### config.mk
export PLATFORM = sky130hd
export DESIGN_NAME = f36m_mult
export DESIGN_NICKNAME = d
export VERILOG_FILES = /design/src/rtl/f36m_mult_pkg.sv /design/src/rtl/f32m_mult.sv /design/src/rtl/f32m_mux6.sv /design/src/rtl/f36m_kara_combine.sv /design/src/rtl/f36m_mult.sv
export SDC_FILE = /design/constraint.sdc
export NUM_CORES = 2
export LEC_CHECK = 0
export CORE_UTILIZATION = 45
export DETAILED_ROUTE_END_ITERATION = 6
export PLACE_DENSITY_LB_ADDON = 0.05
export SYNTH_ARGS = -nofsm -noshare
export SYNTH_HDL_FRONTEND = slang
export SYNTH_SLANG_ARGS = --single-unit
### constraint.sdc
create_clock -name clk -period 12.8 [get_ports clk]
set_clock_uncertainty 0.1 [all_clocks]
set_input_delay 1.28 -clock clk [delete_from_list [all_inputs] [get_ports clk]]
set_output_delay 1.28 -clock clk [all_outputs]
set_load 0.05 [all_outputs]
### src/rtl/f36m_mult_pkg.sv
// Shared types and GF(3^M) / GF(3^2M) helpers for the f36m multiplier slice.
// GF(3^M) = GF(3)[x]/(x^5+2x+1), two bits per trit; GF(3^2M) uses i^2 = -1.
package f36m_mult_pkg;

   localparam int M     = 5;
   localparam int WIDTH = 2*M - 1;
   localparam int W2    = 2*(WIDTH+1) - 1;
   localparam int W6    = 6*(WIDTH+1) - 1;
   localparam int CW    = $clog2(M+1);

   typedef logic [1:0]     trit_t;
   typedef logic [WIDTH:0] f3m_t;
   typedef logic [W2:0]    f32m_t;
   typedef logic [W6:0]    f36m_t;

   localparam f3m_t F3M_ONE = f3m_t'(1);

   function automatic trit_t trit_add(trit_t x, trit_t y);
      logic [2:0] s;
      s = {1'b0, x} + {1'b0, y};
      return (s >= 3'd3) ? trit_t'(s - 3'd3) : s[1:0];
   endfunction

   function automatic trit_t trit_neg(trit_t x);
      return {x[0], x[1]};
   endfunction

   function automatic trit_t trit_mul(trit_t x, trit_t y);
      if (x == 2'd0 || y == 2'd0)
         return 2'd0;
      return (x == y) ? 2'd1 : 2'd2;
   endfunction

   function automatic f3m_t f3m_add(f3m_t x, f3m_t y);
      f3m_t r;
      for (int i = 0; i < M; i++)
         r[2*i +: 2] = trit_add(x[2*i +: 2], y[2*i +: 2]);
      return r;
   endfunction

   function automatic f3m_t f3m_neg(f3m_t x);
      f3m_t r;
      for (int i = 0; i < M; i++)
         r[2*i +: 2] = trit_neg(x[2*i +: 2]);
      return r;
   endfunction

   function automatic f3m_t f3m_sub(f3m_t x, f3m_t y);
      return f3m_add(x, f3m_neg(y));
   endfunction

   function automatic f3m_t f3m_scale(f3m_t x, trit_t t);
      f3m_t r;
      for (int i = 0; i < M; i++)
         r[2*i +: 2] = trit_mul(x[2*i +: 2], t);
      return r;
   endfunction

   // x * e, folding the top trit back with x^M = x + 2
   function automatic f3m_t f3m_mulx(f3m_t x);
      trit_t t;
      f3m_t  r;
      t = x[2*M-1 -: 2];
      r = {x[2*M-3:0], 2'b00};
      r[1:0] = trit_neg(t);
      r[3:2] = trit_add(r[3:2], t);
      return r;
   endfunction

   function automatic f32m_t f32m_add(f32m_t x, f32m_t y);
      return {f3m_add(x[W2:WIDTH+1], y[W2:WIDTH+1]),
              f3m_add(x[WIDTH:0], y[WIDTH:0])};
   endfunction

   function automatic f32m_t f32m_neg(f32m_t x);
      return {f3m_neg(x[W2:WIDTH+1]),
              f3m_neg(x[WIDTH:0])};
   endfunction

   function automatic f32m_t f32m_sub(f32m_t x, f32m_t y);
      return f32m_add(x, f32m_neg(y));
   endfunction

endpackage

### src/rtl/f32m_mult.sv
// Trit-serial GF(3^2M) multiplier, restarted by its reset input.
// Done rises M+1 cycles after the first cycle reset is high.
module f32m_mult
   import f36m_mult_pkg::*;
(
   input  logic        clk,
   input  logic        reset,
   input  logic [W2:0] a,
   input  logic [W2:0] b,
   output logic [W2:0] c,
   output logic        done
);

   logic [CW-1:0] cnt;
   f3m_t          a_r, a_i, b_r, b_i;
   f3m_t          p_rr, p_ii, p_ri, p_ir;
   trit_t         t_r, t_i;

   assign a_r = a[WIDTH:0];
   assign a_i = a[W2:WIDTH+1];
   assign b_r = b[WIDTH:0];
   assign b_i = b[W2:WIDTH+1];

   // b is consumed most-significant trit first
   always_comb begin
      t_r = '0;
      t_i = '0;
      for (int i = 0; i < M; i++) begin
         if (cnt == CW'(M - 1 - i)) begin
            t_r = b_r[2*i +: 2];
            t_i = b_i[2*i +: 2];
         end
      end
   end

   always_ff @(posedge clk or posedge reset) begin
      if (reset) begin
         cnt  <= '0;
         done <= 1'b0;
         p_rr <= '0;
         p_ii <= '0;
         p_ri <= '0;
         p_ir <= '0;
      end else if (!done) begin
         p_rr <= f3m_add(f3m_mulx(p_rr),
                         f3m_scale(a_r, t_r));
         p_ii <= f3m_add(f3m_mulx(p_ii),
                         f3m_scale(a_i, t_i));
         p_ri <= f3m_add(f3m_mulx(p_ri),
                         f3m_scale(a_r, t_i));
         p_ir <= f3m_add(f3m_mulx(p_ir),
                         f3m_scale(a_i, t_r));
         cnt  <= cnt + CW'(1);
         done <= (cnt == CW'(M - 1));
      end
   end

   assign c = {f3m_add(p_ri, p_ir),
               f3m_sub(p_rr, p_ii)};

endmodule

### src/rtl/f32m_mux6.sv
// Operand select for the six Karatsuba products of an f36m multiply.
module f32m_mux6
   import f36m_mult_pkg::*;
(
   input  logic [2:0]  k,
   input  logic [W6:0] a,
   input  logic [W6:0] b,
   output logic [W2:0] in1,
   output logic [W2:0] in2
);

   f32m_t a0, a1, a2;
   f32m_t b0, b1, b2;

   assign a0 = a[W2:0];
   assign a1 = a[2*W2+1:W2+1];
   assign a2 = a[W6:2*W2+2];
   assign b0 = b[W2:0];
   assign b1 = b[2*W2+1:W2+1];
   assign b2 = b[W6:2*W2+2];

   always_comb begin
      in1 = '0;
      in2 = '0;
      unique case (k)
         3'd0: begin
            in1 = a0;
            in2 = b0;
         end
         3'd1: begin
            in1 = a1;
            in2 = b1;
         end
         3'd2: begin
            in1 = a2;
            in2 = b2;
         end
         3'd3: begin
            in1 = f32m_add(a0, a1);
            in2 = f32m_add(b0, b1);
         end
         3'd4: begin
            in1 = f32m_add(a0, a2);
            in2 = f32m_add(b0, b2);
         end
         3'd5: begin
            in1 = f32m_add(a1, a2);
            in2 = f32m_add(b1, b2);
         end
         default: ;
      endcase
   end

endmodule

### src/rtl/f36m_kara_combine.sv
// Recombines the six products into {c2,c1,c0} modulo rho^3 - rho - B.
module f36m_kara_combine
   import f36m_mult_pkg::*;
#(
   parameter bit NEG_B = 1'b0
) (
   input  logic [W2:0] v0,
   input  logic [W2:0] v1,
   input  logic [W2:0] v2,
   input  logic [W2:0] v3,
   input  logic [W2:0] v4,
   input  logic [W2:0] v5,
   output logic [W6:0] c
);

   f32m_t t1, t2, t3;
   f32m_t c0, c1, c2;

   function automatic f32m_t by_b(f32m_t x);
      return NEG_B ? f32m_neg(x) : x;
   endfunction

   assign t1 = f32m_sub(f32m_sub(v3, v0), v1);
   assign t2 = f32m_add(f32m_sub(f32m_sub(v4, v0), v2), v1);
   assign t3 = f32m_sub(f32m_sub(v5, v1), v2);

   // rho^3 = rho + B and rho^4 = rho^2 + B*rho
   assign c0 = f32m_add(v0, by_b(t3));
   assign c1 = f32m_add(f32m_add(t1, t3), by_b(v2));
   assign c2 = f32m_add(t2, v2);

   assign c = {c2, c1, c0};

endmodule

### src/rtl/f36m_mult.sv
// GF(3^6M) multiplier: six Karatsuba products through one shared f32m_mult.
module f36m_mult
   import f36m_mult_pkg::*;
#(
   parameter bit NEG_B = 1'b0
) (
   input  logic        clk,
   input  logic        reset,
   input  logic        start,
   input  logic [W6:0] a,
   input  logic [W6:0] b,
   output logic [W6:0] c,
   output logic        busy,
   output logic        done
);

   typedef enum logic [1:0] {
      S_IDLE,
      S_ISSUE,
      S_WAIT,
      S_COMB
   } state_t;

   state_t      state_q, state_d;
   logic [2:0]  k_q, k_d;
   f36m_t       a_q, b_q;
   f32m_t       v_q [6];
   logic        issue_q;
   logic        load, grab, fin;
   logic        sub_rst, sub_done;
   f32m_t       sub_c, in1, in2;
   f36m_t       comb_c;

   always_comb begin
      state_d = state_q;
      k_d     = k_q;
      load    = 1'b0;
      grab    = 1'b0;
      fin     = 1'b0;
      unique case (state_q)
         S_IDLE: begin
            if (start) begin
               load    = 1'b1;
               k_d     = 3'd0;
               state_d = S_ISSUE;
            end
         end
         S_ISSUE: state_d = S_WAIT;
         S_WAIT: begin
            if (sub_done) begin
               grab = 1'b1;
               if (k_q == 3'd5) begin
                  state_d = S_COMB;
               end else begin
                  k_d     = k_q + 3'd1;
                  state_d = S_ISSUE;
               end
            end
         end
         S_COMB: begin
            fin     = 1'b1;
            state_d = S_IDLE;
         end
         default: state_d = S_IDLE;
      endcase
   end

   always_ff @(posedge clk or posedge reset) begin
      if (reset) begin
         state_q <= S_IDLE;
         k_q     <= '0;
         issue_q <= 1'b0;
         a_q     <= '0;
         b_q     <= '0;
         c       <= '0;
         busy    <= 1'b0;
         done    <= 1'b0;
         for (int i = 0; i < 6; i++)
            v_q[i] <= '0;
      end else begin
         state_q <= state_d;
         k_q     <= k_d;
         issue_q <= (state_d == S_ISSUE);
         if (load) begin
            a_q  <= a;
            b_q  <= b;
            done <= 1'b0;
            busy <= 1'b1;
         end
         if (grab)
            v_q[k_q] <= sub_c;
         if (fin) begin
            c    <= comb_c;
            done <= 1'b1;
            busy <= 1'b0;
         end
      end
   end

   // registered issue flag keeps the restart pulse glitch-free
   assign sub_rst = reset | issue_q;

   f32m_mux6 u_mux (
      .k   (k_q),
      .a   (a_q),
      .b   (b_q),
      .in1 (in1),
      .in2 (in2)
   );

   f32m_mult u_mul (
      .clk   (clk),
      .reset (sub_rst),
      .a     (in1),
      .b     (in2),
      .c     (sub_c),
      .done  (sub_done)
   );

   f36m_kara_combine #(
      .NEG_B (NEG_B)
   ) u_comb (
      .v0 (v_q[0]),
      .v1 (v_q[1]),
      .v2 (v_q[2]),
      .v3 (v_q[3]),
      .v4 (v_q[4]),
      .v5 (v_q[5]),
      .c  (comb_c)
   );

endmodule

After elaboration in Yosys (flattened, before gate mapping)
Index checks and enable logic that the tools add are counted.

Register bits: 352. Latch bits: 0. Bits in writable memories: 0. ROM bits: 0. Input port bits: 123. Word-level logic and storage cells: 1070. Memories kept: 0.

Add/subtract/negate cells: 410. Multipliers: 0. Divide/modulo/power cells: 0. Order comparisons: 206. Eq/ne operators: 36. Shift operators: 0. Muxes and demuxes: 357. Bitwise gates (word level): 2. Reductions and logical operators: 39.

Operators by type and width (number): adder 2 x 2 -> 3 bit (204); >= comparator 3 x 2 -> 1 bit, second input constant (204); two-way mux 2 bit (297); subtractor 2 bit, second input constant (204); one-hot mux 20 bit (6 select lines) (2); bitwise mux 120 bit (1); demux 20 bit (select 3 bit) (1); two-way mux 1 bit (50); equality test 2 bit (20); logical NOT 2 bit (13); logical OR 1 bit (20); two-way mux 20 bit (1); equality test 3 x 2 -> 1 bit, second input constant (4); equality test 3 bit, second input constant (3); two-way mux 3 bit (3); one-hot mux 2 bit (4 select lines) (1); adder 3 x 1 -> 3 bit, second input constant (2); equality test 3 x 1 -> 1 bit, second input constant (2); logical NOT 3 bit (2); one-hot mux 3 bit (2 select lines) (1); equality test 2 x 1 -> 1 bit, second input constant (2); equality test 2 bit, second input constant (2); >= comparator 4 bit, second input constant (1); < comparator 4 x 1 -> 1 bit, second input constant (1); 7 further kinds (9).

Longest topological paths before layout
Depth after elaboration: 18. Mapped depth: 27.

Cells and area by module
A second synthesis with hierarchy kept.

Cells, all modules: 3155. Area total of the unflattened synthesis: 32532.5 µm².

By module, submodules not included: f36m_mult (instances 1, cells each 679, area each 11584.9 µm², seq. area each 7707.4 µm²); f36m_kara_combine (instances 1, cells each 948, area each 8758.4 µm², seq. area each 0.0 µm²); f32m_mux6 (instances 1, cells each 857, area each 6713.9 µm², seq. area each 0.0 µm²); f32m_mult (instances 1, cells each 671, area each 5475.3 µm², seq. area each 1101.1 µm²).

Least setup slack after synthesis
No wires, ideal clock.

Path type: register to register. Start point: register v_q[93] (netlist name). End point: register c[32]. Library setup time: 0.095 ns. Data arrival time: 5.296 ns. Required time: 12.605 ns. Slack: 7.309 ns. Cell stages (with the launch flop): 25. Path buffers: 0. Cell sequence: dfrtp_1 -> ha_1 -> inv_1 -> fa_1 -> inv_1 -> ha_1 -> nor2b_1 -> nand3_1 -> o21ai_0 -> ha_1 -> fa_1 -> ha_1 -> or3_1 -> a21oi_1 -> ha_1 -> fa_1 -> ha_1 -> nor2_1 -> nand3b_1 -> o21ai_0 -> ha_1 -> fa_1 -> ha_1 -> o31a_1 -> o31ai_1.

Longest elaborated chain between the ends: 12. Elaborated cells between the ends (all ways): 20.

Ends and longest elaborated chain: start: declaration (line f36m_mult.sv:27) `f32m_t v_q [6];`; start signal: indexed assignment (line f36m_mult.sv:91) `v_q[k_q] <= sub_c;`; adder 2 x 2 -> 3 bit (line f36m_mult_pkg.sv:20) `s = {1'b0, x} + {1'b0, y};`; >= comparator 3 x 2 -> 1 bit or subtractor 2 bit (tied branches) (line f36m_mult_pkg.sv:21) `return (s >= 3'd3) ? trit_t'(s - 3'd3) : s[1:0];`; two-way mux 2 bit (line f36m_mult_pkg.sv:21); adder 2 x 2 -> 3 bit (line f36m_mult_pkg.sv:20); >= comparator 3 x 2 -> 1 bit or subtractor 2 bit (tied branches) (line f36m_mult_pkg.sv:21); two-way mux 2 bit (line f36m_mult_pkg.sv:21); adder 2 x 2 -> 3 bit (*) (line f36m_mult_pkg.sv:20); >= comparator 3 x 2 -> 1 bit or subtractor 2 bit (tied branches) (line f36m_mult_pkg.sv:21); two-way mux 2 bit (*) (line f36m_mult_pkg.sv:21); adder 2 x 2 -> 3 bit (*) (line f36m_mult_pkg.sv:20); >= comparator 3 x 2 -> 1 bit or subtractor 2 bit (tied branches) (line f36m_mult_pkg.sv:21); two-way mux 2 bit (*) (line f36m_mult_pkg.sv:21); end signal: assignment (line f36m_mult.sv:93) `c <= comb_c;`; end: declaration (line f36m_mult.sv:12) `output logic [W6:0] c,`.

Every way passes the cells marked *; elsewhere a longest branch is shown, timed or not. A chain may end at the register's enable or synchronous reset.

Final worst setup path
Start point: register v_q[95] (netlist name). End point: register c[35].

The elaborated chain is that of the path after synthesis.

==> metrics <==
Setup violations, final=0; Slew Limit Fails=0; critical path type=reg2reg; initial detailed-routing violation count=1282; clk_lat worst skew=590 ps; commonest cells after routing, fill and taps aside=459 x inv_1, 418 x ha_1, 410 x o21ai_0, 351 x dfrtp_1, 290 x nand2_1; Worst Hold End=v_q[25]$_DFFE_PP0P_; root buffer cell=clkbuf_16; Hold Path Class=reg2reg; gr usage total=0.219; average size of a mapped cell=roughly 9 µm²; flops & latches, synth=between 300 and 400; post-synthesis instance area=0.0320 mm²; Design Area, Final=between 0.03 and 0.04 mm²; worst-path fanout max=4; number of global-route vias before repair=26175; clock buffer depth=3; Die Y=269 µm; WP data required=around 13000 ps; WL per Instance=16.9 µm; fin crit period=roughly 6000 ps; full die area=0.0721 mm²; RSZ-0062 raised after global routing=false; first-pass GRT wire length=128 mm; Worst R2R Path Depth=25; CTS Buf Count=47; largest net degree at the start of global routing=82; Synth Instances=between 3000 and 4000; final WL=77.7 mm; Layout Nets=4365; Layout area overhead=14.3%; drt drc=0; final hold violation count=0; Netlist cell types=65; clock slew at reported path FFs=50 ps; HPWL Detailed=60.0 mm; DR vias/cell=5.56; Antenna Nets Post-Route=0; Initial Util=0.456; via count=roughly 26000; Core ar.=between 0.07 and 0.08 mm²; gr ovfl total=0; Resize count post-CTS=0; Tcrit/Tclk final=0.471; Core Rows=97; Hold Startpoint=v_q[25]$_DFFE_PP0P_; TritonCTS clock tree=done; Synth top area share=0.275; R2R setup slack=~6800 ps; CP Capture Type=flop; Worst R2R Start=v_q[95]$_DFFE_PP0P_; Worst setup SP type=flop; area leader, netlist=dfrtp_1; CP arrival=6420 ps; Top Ports=185; I/O Buffers=184; sequential fraction of the synthesis area=0.275; asr flop ratio synth=1.00; Most used DFF post-synth=dfrtp_1; worst r2r dst=c[35]$_DFFE_PP0P_; post-place instance area=around 0.035 mm²; syn_nets=4209; cts hold-fix bufs=0; Max Cap Viol=0; placer congestion estimate=between 0.8 and 0.9; clk sink count=352; initial antenna violation count=0; share of post-route cells with drive strength above 1=0.0687; setup bufs post-CTS=0; outcome=completed; Slew headroom=0.308; Max Freq=166 MHz; Post-synth EDFFs=0; Die Wd=269 µm; Diodes inserted=0; most common cell after layout, fill and taps aside=inv_1; hold path depth=2; sum of negative setup slack=0 ps; Filler cells=6516; Slew @ Worst Pin=1040 ps; YS warnings=0; DR pass1 iterations=6; H-tree depth=2; Synth area leaders=dfrtp_1 28%, ha_1 16%, fa_1 13%, o21ai_0 6.4%, inv_1 5.4%
cell usage after synthesis, types with 8 or more instances:
cell type and instances:
xor2_1 27, a221o_1 14, nor3_1 92, inv_1 460, a22o_1 11, mux2i_1 22
nand2b_1 11, or3_1 9, a21oi_1 170, o21a_1 17, o211ai_1 11, a222oi_1 30
a21o_1 17, clkbuf_1 88, o31a_1 10, nor3b_1 39, nor2b_1 147, nand3_1 77
or3b_2 22, mux2_2 91, a22oi_1 16, dfrtp_1 352, o31ai_1 8, o32ai_1 43
fa_1 204, a211oi_1 16, nand2_1 291, ha_1 418, nor2_1 114, o21ai_0 410
xnor2_1 14, o32a_1 40, nand3b_1 91, nand4_1 17
worst max-delay path by stage:
stage                                    from                  to  cells past startpoint
after floorplan                         reset  a_q[0]$_DFFE_PP0P_                      1
after global placement    v_q[95]$_DFFE_PP0P_   c[35]$_DFFE_PP0P_                     25
after detailed placement  v_q[95]$_DFFE_PP0P_   c[35]$_DFFE_PP0P_                     25
after CTS                 v_q[95]$_DFFE_PP0P_   c[35]$_DFFE_PP0P_                     25
after global routing      v_q[95]$_DFFE_PP0P_   c[35]$_DFFE_PP0P_                     25
final                     v_q[95]$_DFFE_PP0P_   c[35]$_DFFE_PP0P_                     25
flip-flops by register name, summed over array words and instances, names as in the netlist:
name / count
v_q: 120
a_q: 60
b_q: 60
c: 60
u_mul.p_ii: 10
u_mul.p_ir: 10
u_mul.p_ri: 10
u_mul.p_rr: 10
k_q: 3
u_mul.cnt: 3
state_q: 2
busy: 1
done: 1
issue_q: 1
u_mul.done: 1
area by class of cell:
class / count / area (µm²) / share of cell area
multi-input cells: 2547 / 21100 / 0.576
flip-flops and latches: 352 / 8810 / 0.241
repair buffers: 211 / 2040 / 0.0559
inverters: 461 / 1740 / 0.0475
clock buffers: 59 / 1330 / 0.0365
well taps: 940 / 1180 / 0.0322
clock inverters: 25 / 385 / 0.0105
critical path, cell delays in order (launching register included):
cell and delay (ps):
dfrtp_1 460, ha_1 190, inv_1 50, fa_1 530, inv_1 60, ha_1 180
nor2b_1 220, nand3_1 110, o21ai_0 90, ha_1 190, fa_1 430, ha_1 210
or3_1 370, a21oi_1 250, ha_1 210, fa_1 460, ha_1 240, nor2_1 120
nand3b_1 80, o21ai_0 80, ha_1 180, fa_1 450, ha_1 240, nor3_1 200
o32ai_1 110, o21ai_0 140
through the flow:
| step | setup WS [ps] | util | std cells | hold WS (ps) |
|---|---|---|---|---|
| 6_report | 6780 | 0.521 | 4595 | 376 |
| 5_1_grt | 6310 | 0.521 | 4595 | 398 |
| 4_1_cts | 6760 | 0.521 | 4595 | 382 |
| 3_5_place_dp | 6790 | 0.497 | 4511 | 368 |
| 3_3_place_gp | 6980 | 0.497 | 4511 | 359 |
| 2_1_floorplan | 2900 | - | 3464 | 350 |
metal layers:
layer,vias up,track usage,share of wire
li1,12474,-,-
met1,12510,0.277,0.45
met2,451,0.387,0.49
met3,128,0.0287,0.035
met4,0,0.0628,0.023
met5,-,0,0
cell families (layout without fill, tap and decap cells):
kind of cell	after synthesis	count (layout)	synth area share
flops	352	352	0.275
mux	113	113	0.0389
compound gates	838	838	0.164
simple gates	933	933	0.152
xor+xnor	41	41	0.0112
buf+inv	565	756	0.0673
fa+ha+maj	622	622	0.291
Power is not shown: default switching activity piles up to over one toggle a cycle in this logic, so the estimate is an artifact.
